**src/rtl/fft_pkg.sv**
```systemverilog
// Shared types and Q1.15 constants for the radix-2 FFT butterfly datapath.
package fft_pkg;

    typedef enum logic [2:0] {IDLE, LOAD, MULT, ADD, OUT} bf_state_t;

    localparam int unsigned NUM_SLOTS = 6;

    localparam logic [2:0] SLOT_AR = 3'd0;
    localparam logic [2:0] SLOT_AI = 3'd1;
    localparam logic [2:0] SLOT_BR = 3'd2;
    localparam logic [2:0] SLOT_BI = 3'd3;
    localparam logic [2:0] SLOT_WR = 3'd4;
    localparam logic [2:0] SLOT_WI = 3'd5;

    localparam logic signed [33:0] ROUND_HALF = 34'sd16384;
    localparam logic signed [15:0] SAT_MAX    = 16'sh7FFF;
    localparam logic signed [15:0] SAT_MIN    = 16'sh8000;

    function automatic logic signed [15:0] sat_q15(input logic signed [33:0] v);
        if (v > 34'sd32767) begin
            return SAT_MAX;
        end else if (v < -34'sd32768) begin
            return SAT_MIN;
        end else begin
            return v[15:0];
        end
    endfunction

endpackage

```
**src/rtl/cmplx_mult_q15.sv**
```systemverilog
// Registered complex multiply t = W*B in Q1.15, with round-half-up and saturation.
module cmplx_mult_q15
    import fft_pkg::*;
#(
    parameter int unsigned DATA_W = 16
) (
    input  logic                     clk,
    input  logic                     n_rst,
    input  logic                     capture,
    input  logic signed [DATA_W-1:0] b_re,
    input  logic signed [DATA_W-1:0] b_im,
    input  logic signed [DATA_W-1:0] w_re,
    input  logic signed [DATA_W-1:0] w_im,
    output logic signed [DATA_W-1:0] t_re,
    output logic signed [DATA_W-1:0] t_im
);

    localparam int unsigned PW = 2 * DATA_W;
    localparam int unsigned IW = PW + 2;

    logic signed [PW-1:0] p_rr, p_ii, p_ri, p_ir;
    logic signed [IW-1:0] sum_re, sum_im;

    always_ff @(posedge clk or negedge n_rst) begin
        if (!n_rst) begin
            p_rr <= '0;
            p_ii <= '0;
            p_ri <= '0;
            p_ir <= '0;
        end else if (capture) begin
            p_rr <= PW'(b_re) * PW'(w_re);
            p_ii <= PW'(b_im) * PW'(w_im);
            p_ri <= PW'(b_re) * PW'(w_im);
            p_ir <= PW'(b_im) * PW'(w_re);
        end
    end

    // Two extra bits keep -1 * -1 and the sum of two such products exact before saturation.
    always_comb begin
        sum_re = IW'(p_rr) - IW'(p_ii) + ROUND_HALF;
        sum_im = IW'(p_ri) + IW'(p_ir) + ROUND_HALF;
        t_re   = sat_q15(sum_re >>> 15);
        t_im   = sat_q15(sum_im >>> 15);
    end

endmodule

```
**src/rtl/fft_butterfly.sv**
```systemverilog
// Radix-2 DIT butterfly: serial operand load, two-cycle compute, four-word output handshake.
module fft_butterfly
    import fft_pkg::*;
#(
    parameter int unsigned DATA_W   = 16,
    parameter bit          SCALE_EN = 1'b1
) (
    input  logic              clk,
    input  logic              n_rst,
    input  logic              bf_clear,
    input  logic              load_ena,
    input  logic [2:0]        load_index,
    input  logic [DATA_W-1:0] load_value,
    output logic              bf_busy,
    output logic              out_valid,
    input  logic              out_ready,
    output logic [1:0]        out_index,
    output logic [DATA_W-1:0] out_value,
    output logic              bf_done,
    output logic              load_overrun
);

    localparam int unsigned SW = DATA_W + 2;

    bf_state_t                state_q, state_d;
    logic signed [DATA_W-1:0] ops_q [NUM_SLOTS];
    logic signed [DATA_W-1:0] res_q [4];
    logic signed [DATA_W-1:0] res_d [4];
    logic signed [SW-1:0]     sum_raw [4];
    logic signed [SW-1:0]     sum_scl [4];
    logic [NUM_SLOTS-1:0]     mask_q, mask_set;
    logic                     mask_full, load_wr, out_fire;
    logic                     out_valid_q, done_q, overrun_q;
    logic [1:0]               out_idx_q;
    logic signed [DATA_W-1:0] t_re, t_im;

    cmplx_mult_q15 #(
        .DATA_W (DATA_W)
    ) u_mult (
        .clk     (clk),
        .n_rst   (n_rst),
        .capture (state_q == MULT),
        .b_re    (ops_q[SLOT_BR]),
        .b_im    (ops_q[SLOT_BI]),
        .w_re    (ops_q[SLOT_WR]),
        .w_im    (ops_q[SLOT_WI]),
        .t_re    (t_re),
        .t_im    (t_im)
    );

    assign bf_busy      = (state_q == MULT) || (state_q == ADD) || (state_q == OUT);
    assign out_valid    = out_valid_q;
    assign out_index    = out_idx_q;
    assign out_value    = res_q[out_idx_q];
    assign bf_done      = done_q;
    assign load_overrun = overrun_q;

    always_comb begin
        load_wr   = !bf_clear && load_ena && (load_index <= SLOT_WI)
                    && ((state_q == IDLE) || (state_q == LOAD));
        mask_set  = load_wr ? (NUM_SLOTS'(1) << load_index) : '0;
        mask_full = &(mask_q | mask_set);
        out_fire  = (state_q == OUT) && out_valid_q && out_ready;

        state_d = state_q;
        if (bf_clear) begin
            state_d = IDLE;
        end else begin
            case (state_q)
                IDLE, LOAD: if (load_wr) state_d = mask_full ? MULT : LOAD;
                MULT:       state_d = ADD;
                ADD:        state_d = OUT;
                OUT:        if (out_fire && (out_idx_q == 2'd3)) state_d = IDLE;
                default:    state_d = IDLE;
            endcase
        end
    end

    // Scaled mode rounds half up before the halving shift; 18 bits hold a +/- t exactly.
    always_comb begin
        sum_raw[0] = SW'(ops_q[SLOT_AR]) + SW'(t_re);
        sum_raw[1] = SW'(ops_q[SLOT_AI]) + SW'(t_im);
        sum_raw[2] = SW'(ops_q[SLOT_AR]) - SW'(t_re);
        sum_raw[3] = SW'(ops_q[SLOT_AI]) - SW'(t_im);
        for (int i = 0; i < 4; i++) begin
            sum_scl[i] = SCALE_EN ? ((sum_raw[i] + SW'(1)) >>> 1) : sum_raw[i];
            res_d[i]   = sat_q15(34'(sum_scl[i]));
        end
    end

    always_ff @(posedge clk or negedge n_rst) begin
        if (!n_rst) begin
            state_q     <= IDLE;
            mask_q      <= '0;
            out_valid_q <= 1'b0;
            out_idx_q   <= 2'd0;
            done_q      <= 1'b0;
            overrun_q   <= 1'b0;
            for (int i = 0; i < NUM_SLOTS; i++) ops_q[i] <= '0;
            for (int i = 0; i < 4; i++) res_q[i] <= '0;
        end else begin
            state_q <= state_d;
            done_q  <= 1'b0;
            if (bf_clear) begin
                mask_q      <= '0;
                out_valid_q <= 1'b0;
                out_idx_q   <= 2'd0;
                overrun_q   <= 1'b0;
            end else begin
                if (load_ena && bf_busy) overrun_q <= 1'b1;
                if (load_wr) mask_q <= mask_full ? '0 : (mask_q | mask_set);
                for (int i = 0; i < NUM_SLOTS; i++) begin
                    if (load_wr && (load_index == 3'(i))) ops_q[i] <= load_value;
                end
                if (state_q == ADD) begin
                    for (int i = 0; i < 4; i++) res_q[i] <= res_d[i];
                    out_valid_q <= 1'b1;
                    out_idx_q   <= 2'd0;
                end
                if (out_fire) begin
                    out_idx_q <= out_idx_q + 2'd1;
                    if (out_idx_q == 2'd3) begin
                        out_valid_q <= 1'b0;
                        done_q      <= 1'b1;
                    end
                end
            end
        end
    end

endmodule

```
**config.mk**
```make
export PLATFORM = sky130hd
export DESIGN_NAME = fft_butterfly
export DESIGN_NICKNAME = d
export VERILOG_FILES = /design/src/rtl/fft_pkg.sv /design/src/rtl/cmplx_mult_q15.sv /design/src/rtl/fft_butterfly.sv
export SDC_FILE = /design/constraint.sdc
export NUM_CORES = 2
export LEC_CHECK = 0
export ABC_AREA = 0
export CAP_MARGIN = 0
export CORE_MARGIN = 2
export CORE_UTILIZATION = 42
export DETAILED_ROUTE_END_ITERATION = 6
export SYNTH_ARGS = -nofsm -noshare
export SYNTH_HDL_FRONTEND = slang
export SYNTH_SLANG_ARGS = --single-unit
```
**constraint.sdc**
```tcl
create_clock -name clk -period 11.6 [get_ports clk]
set_clock_uncertainty 0.1 [all_clocks]
set_input_delay 2.32 -clock clk [delete_from_list [all_inputs] [get_ports clk]]
set_output_delay 2.32 -clock clk [all_outputs]
set_load 0.05 [all_outputs]
```
==> results.sh <==
export IMPL_outcome="finished, final reports clean"
export IMPL_first_iter_violations=2652
export IMPL_critPathLaunchType="flop"
export IMPL_cts_hold_buffers=0
export IMPL_yosys_top_cells_area="fa_1, dfrtp_1, ha_1"
export IMPL_synth_warnings=0
export IMPL_seq_area_um2=7560
export IMPL_clkTransAtPathRegs_ns=0.06
export IMPL_met2_length_mm=74.7
export IMPL_dr_total_vias=41500
export IMPL_crit_top_cell="fa_1"
export IMPL_cts_buffers=41
export IMPL_relSlewSlack=0.227
export IMPL_yosys_area_top_type="fa_1"
export IMPL_worst_pin_slew_ns=1.16
export IMPL_die_h_um=374
export IMPL_final_nets=7726
export IMPL_synth_seq_cells=302
export IMPL_wl_per_cell_um=19.9
export IMPL_ys_seq_area_frac=0.131
export IMPL_core_um2=136000
export IMPL_setup_violations=0
export IMPL_clock_latency_ns=0.62
export IMPL_synth_ff_type="dfrtp_1"
export IMPL_fillCellCount=13100
export IMPL_synth_nets=7819
export IMPL_cts_htree_levels=2
export IMPL_synth_most_common_cell="inv_1"
export IMPL_rsz0062_at_grt="false"
export IMPL_final_hold_violation_count=0
export IMPL_drv_cap=0
export IMPL_wl_mm=157
export IMPL_viasPerCell=5.24
export IMPL_path_buf_inv=6
export IMPL_cp_arrival_ns=8.21
export IMPL_place_gp_congestion=0.903
export IMPL_grt_max_degree=100
export IMPL_synth_common_cells="inv_1, fa_1, nand2_1"
export IMPL_finalCritPeriodShare=0.680
export IMPL_setup_tns_ns=0
export IMPL_portBuffers=45
export IMPL_critPathKind="flop to flop"
export IMPL_final_core_util=0.452
export IMPL_cts_sinks=302
export IMPL_grt_antenna_before_repair=12
export IMPL_grt_pass1_vias=44800
export IMPL_crit_required_ns=11.92
export IMPL_drtAntennaViolNets=0
export IMPL_cts_tree="yes"
export IMPL_hold_class="flop to flop"
export IMPL_area_growth_pct=6.54
export IMPL_drive_gt1_frac=0.0571
export IMPL_synth_cells=6196
export IMPL_io_pin_count=46
export IMPL_initial_utilization=0.424
export IMPL_cts_buffer_depth=3
export IMPL_synthArstFlopShare=1.00
export IMPL_die_x_um=374
export IMPL_worst_path_max_fanout=33
export IMPL_drc=0
export IMPL_met3_length_mm=10.1
export IMPL_drv_slew=0
export IMPL_rows=135
export IMPL_min_period_ns=7.89
export IMPL_whs_ns=0.375
export IMPL_post_dp_hpwl_mm=123
export IMPL_postCtsSetupRepairBufs=0
export IMPL_grt_overflow=0
export IMPL_met1_length_mm=67.0
export IMPL_cts_resized=0
export IMPL_netlist_area_um2=57600
export IMPL_synthDistinctLibCells=89
export IMPL_fmax_mhz=127
export IMPL_slowest_stage="xor2_1"
export IMPL_critPathTopFamily="adder cells"
export IMPL_die_area_um2=140000
export IMPL_maxUsedRoutingLayer="met5"
export IMPL_synth_edff_count=0
export IMPL_synth_area_per_cell_um2=9.30
export IMPL_synth_top_cell_area_share=0.365
export IMPL_grt_pass1_wl_mm=253
export IMPL_dr_pass1_iters=6
export IMPL_crit_path_max_incr_delay_ns=0.85
export IMPL_track_usage=0.231
export IMPL_root_buffer="clkbuf_16"
export IMPL_end_kind="flop"
export IMPL_multi_input_area_um2=44400
-- flip-flops by register name (all words and copies together) (netlist names), 3 cells and up --
signal       count
u_mult.p_ii     32
mask_q           6
u_mult.p_ri     32
u_mult.p_rr     32
state_q          3
ops_q           96
u_mult.p_ir     32
res_q           64
-- placed cells by master (no fill, tap or decap), drive strengths merged, types with 45 or more instances in the layout --
cell type  instances
inv             1260
fa              1052
nand2            840
ha               547
and2             409
dfrtp            302
o21ai            222
a21oi            212
xnor2            144
nor2             136
mux2             110
nand2b            94
a21o              82
buf               82
xor2              69
clkbuf            52
nor3              45
-- kinds of logic (layout without fill, tap and decap cells) --
family	Yosys count	after routing	synth area share
xor+xnor	213	213	0.0324
mux	133	133	0.0290
buf+inv	1519	1457	0.0991
simple gates	1672	1672	0.138
other cells	0	4	0
compound gates	755	755	0.0854
fa+ha+maj	1602	1602	0.485
flops	302	302	0.131
-- worst reg2reg max path: stages, from the launching register on --
cell      delay [ns]
dfrtp_1         0.32
buf_4           0.41
nand2_1         0.21
fa_1            0.55
inv_1           0.05
fa_1            0.52
inv_1           0.06
fa_1            0.48
fa_1            0.54
inv_1           0.05
fa_1            0.48
inv_1           0.05
fa_1            0.47
inv_1           0.04
ha_1            0.32
a21o_1          0.17
a21o_1          0.20
a21oi_1         0.16
o21ai_0         0.11
a21oi_1         0.22
o21ai_0         0.24
a211oi_1        0.34
nor3_1          0.17
o31a_1          0.30
nor2_1          0.11
xor2_1          0.85
o21ai_0         0.19
-- final cells by class --
type / instances / area share
clock buffer: 52 / 0.0180
sequential: 302 / 0.123
multi-input combinational: 4375 / 0.723
inverter: 1257 / 0.0769
timing repair buffer: 126 / 0.0173
clock inverter: 22 / 0.00516
tap: 1781 / 0.0363
antenna: 4 / 0.000163
-- per-layer routing --
metal | global-route usage | up-vias
li1 | - | 18900
met1 | 0.304 | 21200
met2 | 0.390 | 1105
met3 | 0.0368 | 251
met4 | 0.0746 | 6
met5 | 0 | -
-- worst paths after layout --
| path | startpoint | cells after the start | to | slack, ns |
|---|---|---|---|---|
| worst max-delay path | ops_q[1] | 26 | u_mult.p_ri[27] | 3.71 |
| worst min-delay path | u_mult.p_ii[28] | 2 | u_mult.p_ii[28] | 0.38 |
| worst max register to register | ops_q[1] | 26 | u_mult.p_ri[27] | 3.71 |
| worst min register to register | u_mult.p_ii[28] | 2 | u_mult.p_ii[28] | 0.38 |
| max in group asynchronous | n_rst | 3 | u_mult.p_ii[2] | 7.80 |
| min in group asynchronous | n_rst | 1 | res_q[44] | 1.57 |
-- stage by stage --
stage	setup slack [ns]	cells	instance area (um2)
3_3_place_gp	3.16	7840	59900
5_1_grt	3.27	7915	61400
2_1_floorplan	4.68	6196	57600
3_5_place_dp	3.70	7841	60000
6_report	3.71	7919	61400
4_1_cts	3.67	7915	61400
Power is not shown: default switching activity piles up to over one toggle a cycle in this logic, so the estimate is an artifact.
